==> config.mk <==
export PLATFORM = sky130hd
export DESIGN_NAME = enum_sequencer
export DESIGN_NICKNAME = d
export VERILOG_FILES = /design/src/rtl/enum_sequencer.sv
export SDC_FILE = /design/constraint.sdc
export NUM_CORES = 1
export LEC_CHECK = 0
export ABC_AREA = 1
export CORE_MARGIN = 1
export CORE_UTILIZATION = 42
export DETAILED_ROUTE_END_ITERATION = 10
export PLACE_DENSITY = 0.67
export SYNTH_ARGS = -nofsm -noshare
export SYNTH_HDL_FRONTEND = slang
export SYNTH_SLANG_ARGS = --single-unit
export TNS_END_PERCENT = 1
==> constraint.sdc <==
create_clock -name clk -period 2.72 [get_ports clk]
set_input_delay 0.544 -clock clk [delete_from_list [all_inputs] [get_ports clk]]
set_output_delay 0.544 -clock clk [all_outputs]
set_load 0.01 [all_outputs]
==> src/rtl/enum_sequencer.sv <==
// Enumeration stepper: emits codes 0..COUNT-1 over a valid/ready interface
// with four step modes (up-wrap, down-wrap, ping-pong, single-shot up) and a
// programmable per-code dwell. Mode and dwell are captured at start.
module enum_sequencer #(
    parameter int WIDTH = 3,
    parameter int COUNT = 5,
    parameter int DWW   = 4
) (
    input  logic             clk,
    input  logic             rst_n,
    input  logic             start,
    input  logic             stop,
    input  logic [1:0]       mode,
    input  logic [DWW-1:0]   dwell,
    output logic             out_vld,
    input  logic             out_rdy,
    output logic [WIDTH-1:0] out_val,
    output logic             out_first,
    output logic             out_last,
    output logic             busy,
    output logic             done
);

    typedef enum logic [1:0] {
        S_IDLE = 2'd0,
        S_RUN  = 2'd1,
        S_DONE = 2'd2
    } state_t;

    typedef enum logic [1:0] {
        M_UP   = 2'b00,
        M_DOWN = 2'b01,
        M_PING = 2'b10,
        M_SHOT = 2'b11
    } mode_t;

    // Codes wrap modulo COUNT, so both end codes must be representable.
    generate
        if (COUNT < 2 || COUNT > (1 << WIDTH)) begin : g_bad_count
            $error("enum_sequencer: COUNT must lie in 2..2**WIDTH");
        end
    endgenerate

    localparam logic [WIDTH-1:0] LAST = WIDTH'(COUNT - 1);
    localparam logic [WIDTH-1:0] ZERO = '0;

    state_t           state_q, state_n;
    mode_t            mode_q, mode_n;
    logic [DWW-1:0]   dwell_q, dwell_n;
    logic [DWW-1:0]   cnt_q, cnt_n;
    logic [WIDTH-1:0] val_q, val_n;
    logic             dir_up_q, dir_up_n;
    logic             stop_q, stop_n;

    logic             stop_hit;
    logic             code_end;
    logic             final_xfer;

    // State register with synchronous active-low reset.
    always_ff @(posedge clk) begin
        // NOTE: non-blocking assignments keep every register sampling the
        // pre-edge values, so ordering inside this block does not matter.
        if (!rst_n) begin
            state_q  <= S_IDLE;
            mode_q   <= M_UP;
            dwell_q  <= '0;
            cnt_q    <= '0;
            val_q    <= '0;
            dir_up_q <= 1'b1;
            stop_q   <= 1'b0;
        end else begin
            state_q  <= state_n;
            mode_q   <= mode_n;
            dwell_q  <= dwell_n;
            cnt_q    <= cnt_n;
            val_q    <= val_n;
            dir_up_q <= dir_up_n;
            stop_q   <= stop_n;
        end
    end

    // Next-state, code stepping, dwell counting and stop latching.
    always_comb begin
        // NOTE: every variable gets a default before the case so that no
        // path leaves one unassigned, which would infer a latch.
        state_n  = state_q;
        mode_n   = mode_q;
        dwell_n  = dwell_q;
        cnt_n    = cnt_q;
        val_n    = val_q;
        dir_up_n = dir_up_q;
        stop_n   = stop_q;

        stop_hit   = stop_q | stop;
        code_end   = (cnt_q == dwell_q);
        final_xfer = (mode_q == M_SHOT) && code_end && (val_q == LAST);

        case (state_q)
            S_IDLE: begin
                if (start) begin
                    state_n  = S_RUN;
                    mode_n   = mode_t'(mode);
                    dwell_n  = dwell;
                    cnt_n    = '0;
                    val_n    = (mode_t'(mode) == M_DOWN) ? LAST : ZERO;
                    dir_up_n = 1'b1;
                    stop_n   = 1'b0;
                end
            end

            S_RUN: begin
                stop_n = stop_hit;
                if (out_rdy) begin
                    if (final_xfer || stop_hit) begin
                        // Single-shot completion outranks a pending stop.
                        state_n = final_xfer ? S_DONE : S_IDLE;
                        stop_n  = 1'b0;
                        cnt_n   = '0;
                    end else if (!code_end) begin
                        // Compare happens before the increment, so the
                        // counter never exceeds dwell and cannot wrap.
                        cnt_n = cnt_q + 1'b1;
                    end else begin
                        cnt_n = '0;
                        case (mode_q)
                            M_UP:   val_n = (val_q == LAST) ? ZERO : val_q + 1'b1;
                            M_DOWN: val_n = (val_q == ZERO) ? LAST : val_q - 1'b1;
                            M_PING: begin
                                if (dir_up_q) begin
                                    if (val_q == LAST) begin
                                        val_n    = val_q - 1'b1;
                                        dir_up_n = 1'b0;
                                    end else begin
                                        val_n = val_q + 1'b1;
                                    end
                                end else begin
                                    if (val_q == ZERO) begin
                                        val_n    = val_q + 1'b1;
                                        dir_up_n = 1'b1;
                                    end else begin
                                        val_n = val_q - 1'b1;
                                    end
                                end
                            end
                            default: val_n = val_q + 1'b1;
                        endcase
                    end
                end
            end

            S_DONE: state_n = S_IDLE;

            default: state_n = S_IDLE;
        endcase
    end

    assign out_vld   = (state_q == S_RUN);
    assign busy      = (state_q == S_RUN);
    assign done      = (state_q == S_DONE);
    assign out_val   = val_q;
    assign out_first = out_vld & (val_q == ZERO);
    assign out_last  = out_vld & (val_q == LAST);

endmodule

# == Word level (Yosys, flattened, before mapping) ==
# Cells that the tools add are included.
# op_classes
n_addsub,3
n_eq_ne,14
n_mux,35
n_bitwise,3
reduce_logical,13
# ops
cell,count
$mux W3,10
$mux W4,4
$mux W1,11
$pmux W3 S3,1
$mux W2,4
$ne A2 B1 Y1 const B,4
$pmux W4 S2,1
$eq A2 B1 Y1 const B,3
$eq A2 B2 Y1 const B,3
$pmux W3 S2,1
$reduce_and A3 Y1,2
$reduce_and A6 Y1,1
$reduce_and A5 Y1,1
$add A4 B1 Y4 const B,1
$eq A4 B4 Y1,1
$logic_not A2 Y1,2
$ne A2 B2 Y1 const B,2
$pmux W1 S2,2
$pmux W2 S2,1
$reduce_and A2 Y1,2
$add A3 B1 Y3 const B,1
$eq A3 B3 Y1 const B,1
$logic_not A3 Y1,1
$sub A3 B1 Y3 const B,1
5 further kinds,7
# totals
ff_bits,17
elab_cells,75

# == Depth between registers and ports, before layout ==
# logic_depth
depth_word,8
depth_mapped,13
ltp_nobuf,13

# == Worst setup path before layout ==
# OpenSTA, ideal clock, no wires.
# synth_path
path_kind,reg-to-reg
startpoint,"register val_q[0], in the netlist out_val[0]"
endpoint,"register val_q[1], in the netlist out_val[1]"
t_arrival_ns,1.519
required_ns,2.599
setup_slack_ns,1.080
stages_incl_launch_ff,10
n_path_buf,0
path_cell_list,dfxtp_1 inv_1 ha_1 nand2_1 o21ai_0 or2_2 nand3_1 nand3_1 nand3_1 a21oi_1
# synth_via
elab_chain_len,8
# synth_rtl
item,line_no,rtl
from (decl),51,"logic [WIDTH-1:0] val_q, val_n;"
from (signal assigned),76,val_q <= val_n;
$sub A3 B1 Y3 (tied with other cells),"127, 131, 141",
"$mux W3, on equally long branches","137, 130",
$mux W3,129,if (dir_up_q) begin
$pmux W3 S3,125,case (mode_q)
$mux W3,119,end else if (!code_end) begin
$mux W3,114,if (final_xfer || stop_hit) begin
$mux W3,113,if (out_rdy) begin
$pmux W3 S2,98,case (state_q)
# Parallel ways exist; a longest one is shown, timed or not. The select of a mux whose other input is x is not followed.
# A chain may end at the register's enable or synchronous reset.

# == Worst setup path after layout ==
# layout_path
startpoint,register state_q[0]
endpoint,output out_first
# layout_via
elab_chain_len,2
# layout_rtl
item,line_no,rtl
from (decl),47,"state_t state_q, state_n;"
from (signal assigned),72,state_q <= state_n;
$eq A2 B1 Y1,157,assign out_vld = (state_q == S_RUN);
$and A1 B1 Y1,161,assign out_first = out_vld & (val_q == ZERO);
to (decl),18,"output logic out_first,"
# Every way passes these cells.

==> PnR_summary.wiki <==
{| class="wikitable"
! Metric !! Value
|-
| Outcome || finished, final reports clean
|-
| Routability congestion estimate || approximately 0.85
|-
| Slew at the pin closest to its max-slew limit || 0.386 ns
|-
| Final sum of negative setup slack || 0 ns
|-
| Avg Inst Size Synth || around 6.4 µm²
|-
| Yosys warns || 0
|-
| Total number of vias || roughly 1100
|-
| Number of placement rows || 18
|-
| Area inside the core boundary || 2480 µm²
|-
| Number of antenna repair diodes || 0
|-
| Worst relative slew slack || 0.742
|-
| Nets in the synthesized netlist || 187
|-
| Router iterations before antenna repair || 4
|-
| Number of buffers inserted to repair setup after CTS || 0
|-
| Clock-pin slew on the worst setup and hold paths || 0.10 ns
|-
| H-tree Lvls || 1
|-
| Max-slew violations || 0
|-
| Signed area change from the synthesized netlist to the final layout || 20.8%
|-
| Most common cell after layout, fill and taps aside || nand2_1
|-
| Net count of the finished layout || between 200 and 250
|-
| Number of buffers added by the clock tree synthesis step || 3
|-
| Static leakage || ~0.6 nW
|-
| Critical path required time || 2.18 ns
|-
| Placed instance area || roughly 1300 µm²
|-
| Antenna violations before repair || 0
|-
| Count of final hold-check violations || 0
|-
| Cts-stage hold buffer count || 0
|-
| Initial core utilization || 0.443
|-
| Routed WL per cell || 11.0 µm
|-
| Cell at the root of the clock tree || clkbuf_4
|-
| DRC violation count after routing || 0
|-
| Clock latency of the later-clocked register in the worst-skew pair || 0.29 ns
|-
| Post-Route Skew || 0.0105 ns
|-
| Post-route ant nets || 0
|-
| Top-Level Pins || 19
|-
| Mapped Area || between 1000 and 1500 µm²
|-
| Count of buffers inserted at the top-level ports || 18
|-
| Post-CTS sizing || 0
|-
| Tot Pwr || between 600 and 700 µW
|-
| Estimated wirelength of the detail-placed design || around 1900 µm
|-
| Final non-filler cell area || about 1300 µm²
|-
| Number of global-route vias before repair || between 900 and 1000
|-
| Commonest cells after routing, fill and taps aside || nand2_1, inv_1, nor2_1, clkdlybuf4s50_1, dfxtp_1
|-
| CTS tree || yes
|-
| Minimum period implied by the final worst setup slack || between 2 and 2.5 ns
|-
| Setup repair after global routing missed its margin || no
|-
| Aggregate global-route resource usage || 0.204
|-
| Number of library cell types mapped by synthesis || 24
|-
| Max clock buf depth || 2
|-
| Synth Register Bits || 17
|-
| Critical path class || reg -> out
|-
| Path class of the lowest-slack min-delay path || reg -> reg
|-
| Gate Count Post-Synth || 172
|-
| Die Outline Area || roughly 2800 µm²
|-
| Ratio of total power to cell area || 455 nW/µm²
|-
| Worst endpoint data arrival time || between 1.5 and 2 ns
|-
| Initial DRC Count || 39
|-
| Ratio of cells with drive above 1 in the final layout || 0.120
|-
| Count of max-cap constraint violations || 0
|-
| Largest fanout on the critical path || 9
|-
| Routed Wire Length || 2430 µm
|-
| Pin count of the biggest net entering global routing || 14
|-
| Horizontal die dimension || roughly 53 µm
|-
| Worst Setup End Kind || output port
|-
| First-pass GRT wire length || around 4100 µm
|-
| Share of synthesized area occupied by flip-flops and latches || 0.310
|-
| Critical path startpoint category || flip-flop
|-
| Setup-violating endpoint count in the final report || 0
|-
| Y dimension of the die || around 53 µm
|-
| Global-route congestion overflow total || 0
|-
| Average via count per standard cell || between 5 and 6
|-
| Crit share post-route || 0.874
|-
| Worst voltage drop across the vdd grid || ~250 µV
|-
| Fmax || ~420 MHz
|-
| Clk sinks || 17
|}
==> path summary, 6_finish.rpt <==
path	from	endpoint	slack, ns	cells after the start
setup / recovery	state_q[0]$_SDFFE_PN0P_	out_first	0.34	5
hold / removal	dwell_q[1]$_SDFFE_PN0P_	dwell_q[1]$_SDFFE_PN0P_	0.47	2
setup reg to reg	out_val[0]$_SDFFE_PN0P_	out_val[2]$_SDFFE_PN0P_	0.92	11
hold reg to reg	dwell_q[1]$_SDFFE_PN0P_	dwell_q[1]$_SDFFE_PN0P_	0.47	2
==> cells by family (layout without fill, tap and decap cells) <==
logic type	Yosys count	after routing	synth area share
and+or+nand+nor	89	89	0.377
buffers and inverters	30	49	0.107
AOI/OAI and AO/OA	32	32	0.160
adders and majority gates	4	4	0.0456
DFF	17	17	0.310
==> where the power goes <==
group | switching, mW | leakage [nW] | internal, mW | total [mW]
Combinational | 0.111 | 0.443 | 0.0777 | 0.189
Sequential | 0.0141 | 0.139 | 0.265 | 0.279
Clock | 0.0779 | 0.0150 | 0.0570 | 0.135
Total | 0.203 | 0.598 | 0.400 | 0.603
==> flip-flops by register name (all words and copies together), names as in the netlist <==
register / flops
mode_q: 2
dwell_q: 4
cnt_q: 4
dir_up_q: 1
stop_q: 1
out_val: 3
state_q: 2
==> synthesized netlist by cell type <==
cell type | count | area, µm²
nand2_2 | 5 | 31.3
o21ai_1 | 2 | 10.0
nand2_4 | 1 | 11.3
o21ai_0 | 12 | 60.1
nand3_4 | 1 | 17.5
nand2_1 | 39 | 146
inv_1 | 21 | 78.8
nor2_2 | 3 | 18.8
dfxtp_1 | 17 | 340
or2_2 | 2 | 12.5
nor4_1 | 1 | 6.26
nor2_1 | 20 | 75.1
nor2_4 | 1 | 11.3
buf_2 | 1 | 5.00
ha_1 | 4 | 50.1
inv_2 | 6 | 22.5
a21oi_4 | 1 | 16.3
nand3_1 | 13 | 65.1
a31oi_1 | 1 | 6.26
a21oi_1 | 15 | 75.1
nand4_1 | 3 | 18.8
o211ai_1 | 1 | 7.51
clkbuf_1 | 1 | 3.75
buf_4 | 1 | 7.51
==> critical path, stage by stage (launching register included) <==
cell and delay (ns):
dfxtp_1 0.47, inv_2 0.07, nor2_4 0.24, inv_2 0.12
nor2_1 0.10, clkdlybuf4s50_1 0.54
==> per-layer routing <==
layer  vias to the layer above  routed length (µm)  track usage
met5                         -                   0            0
met4                         0                  38       0.0746
met3                         6                 125       0.0460
met2                        33                1140        0.344
met1                       502                1130        0.249
li1                        586                   -            -
==> area by class of cell <==
cell class / instances / area [µm²]
Clock buffer: 4 / 26.3
Fill cell: 262 / 1150
Inverter: 27 / 101
Multi-Input combinational cell: 125 / 639
Sequential cell: 17 / 340
Tap cell: 30 / 37.5
Timing Repair Buffer: 18 / 180
==> per-stage QoR <==
| step | util | setup WS, ns | instances | hold slack, ns |
|---|---|---|---|---|
| final | 0.535 | 0.342 | 221 | 0.474 |
| after global routing | 0.535 | 0.236 | 221 | 0.505 |
| after CTS | 0.535 | 0.320 | 221 | 0.478 |
| after detailed placement | 0.524 | 0.664 | 217 | 0.463 |
| after global placement | 0.524 | 0.725 | 217 | 0.457 |
| after floorplan | - | 1.08 | 172 | 0.444 |
Power figures use the tool's default switching activity.
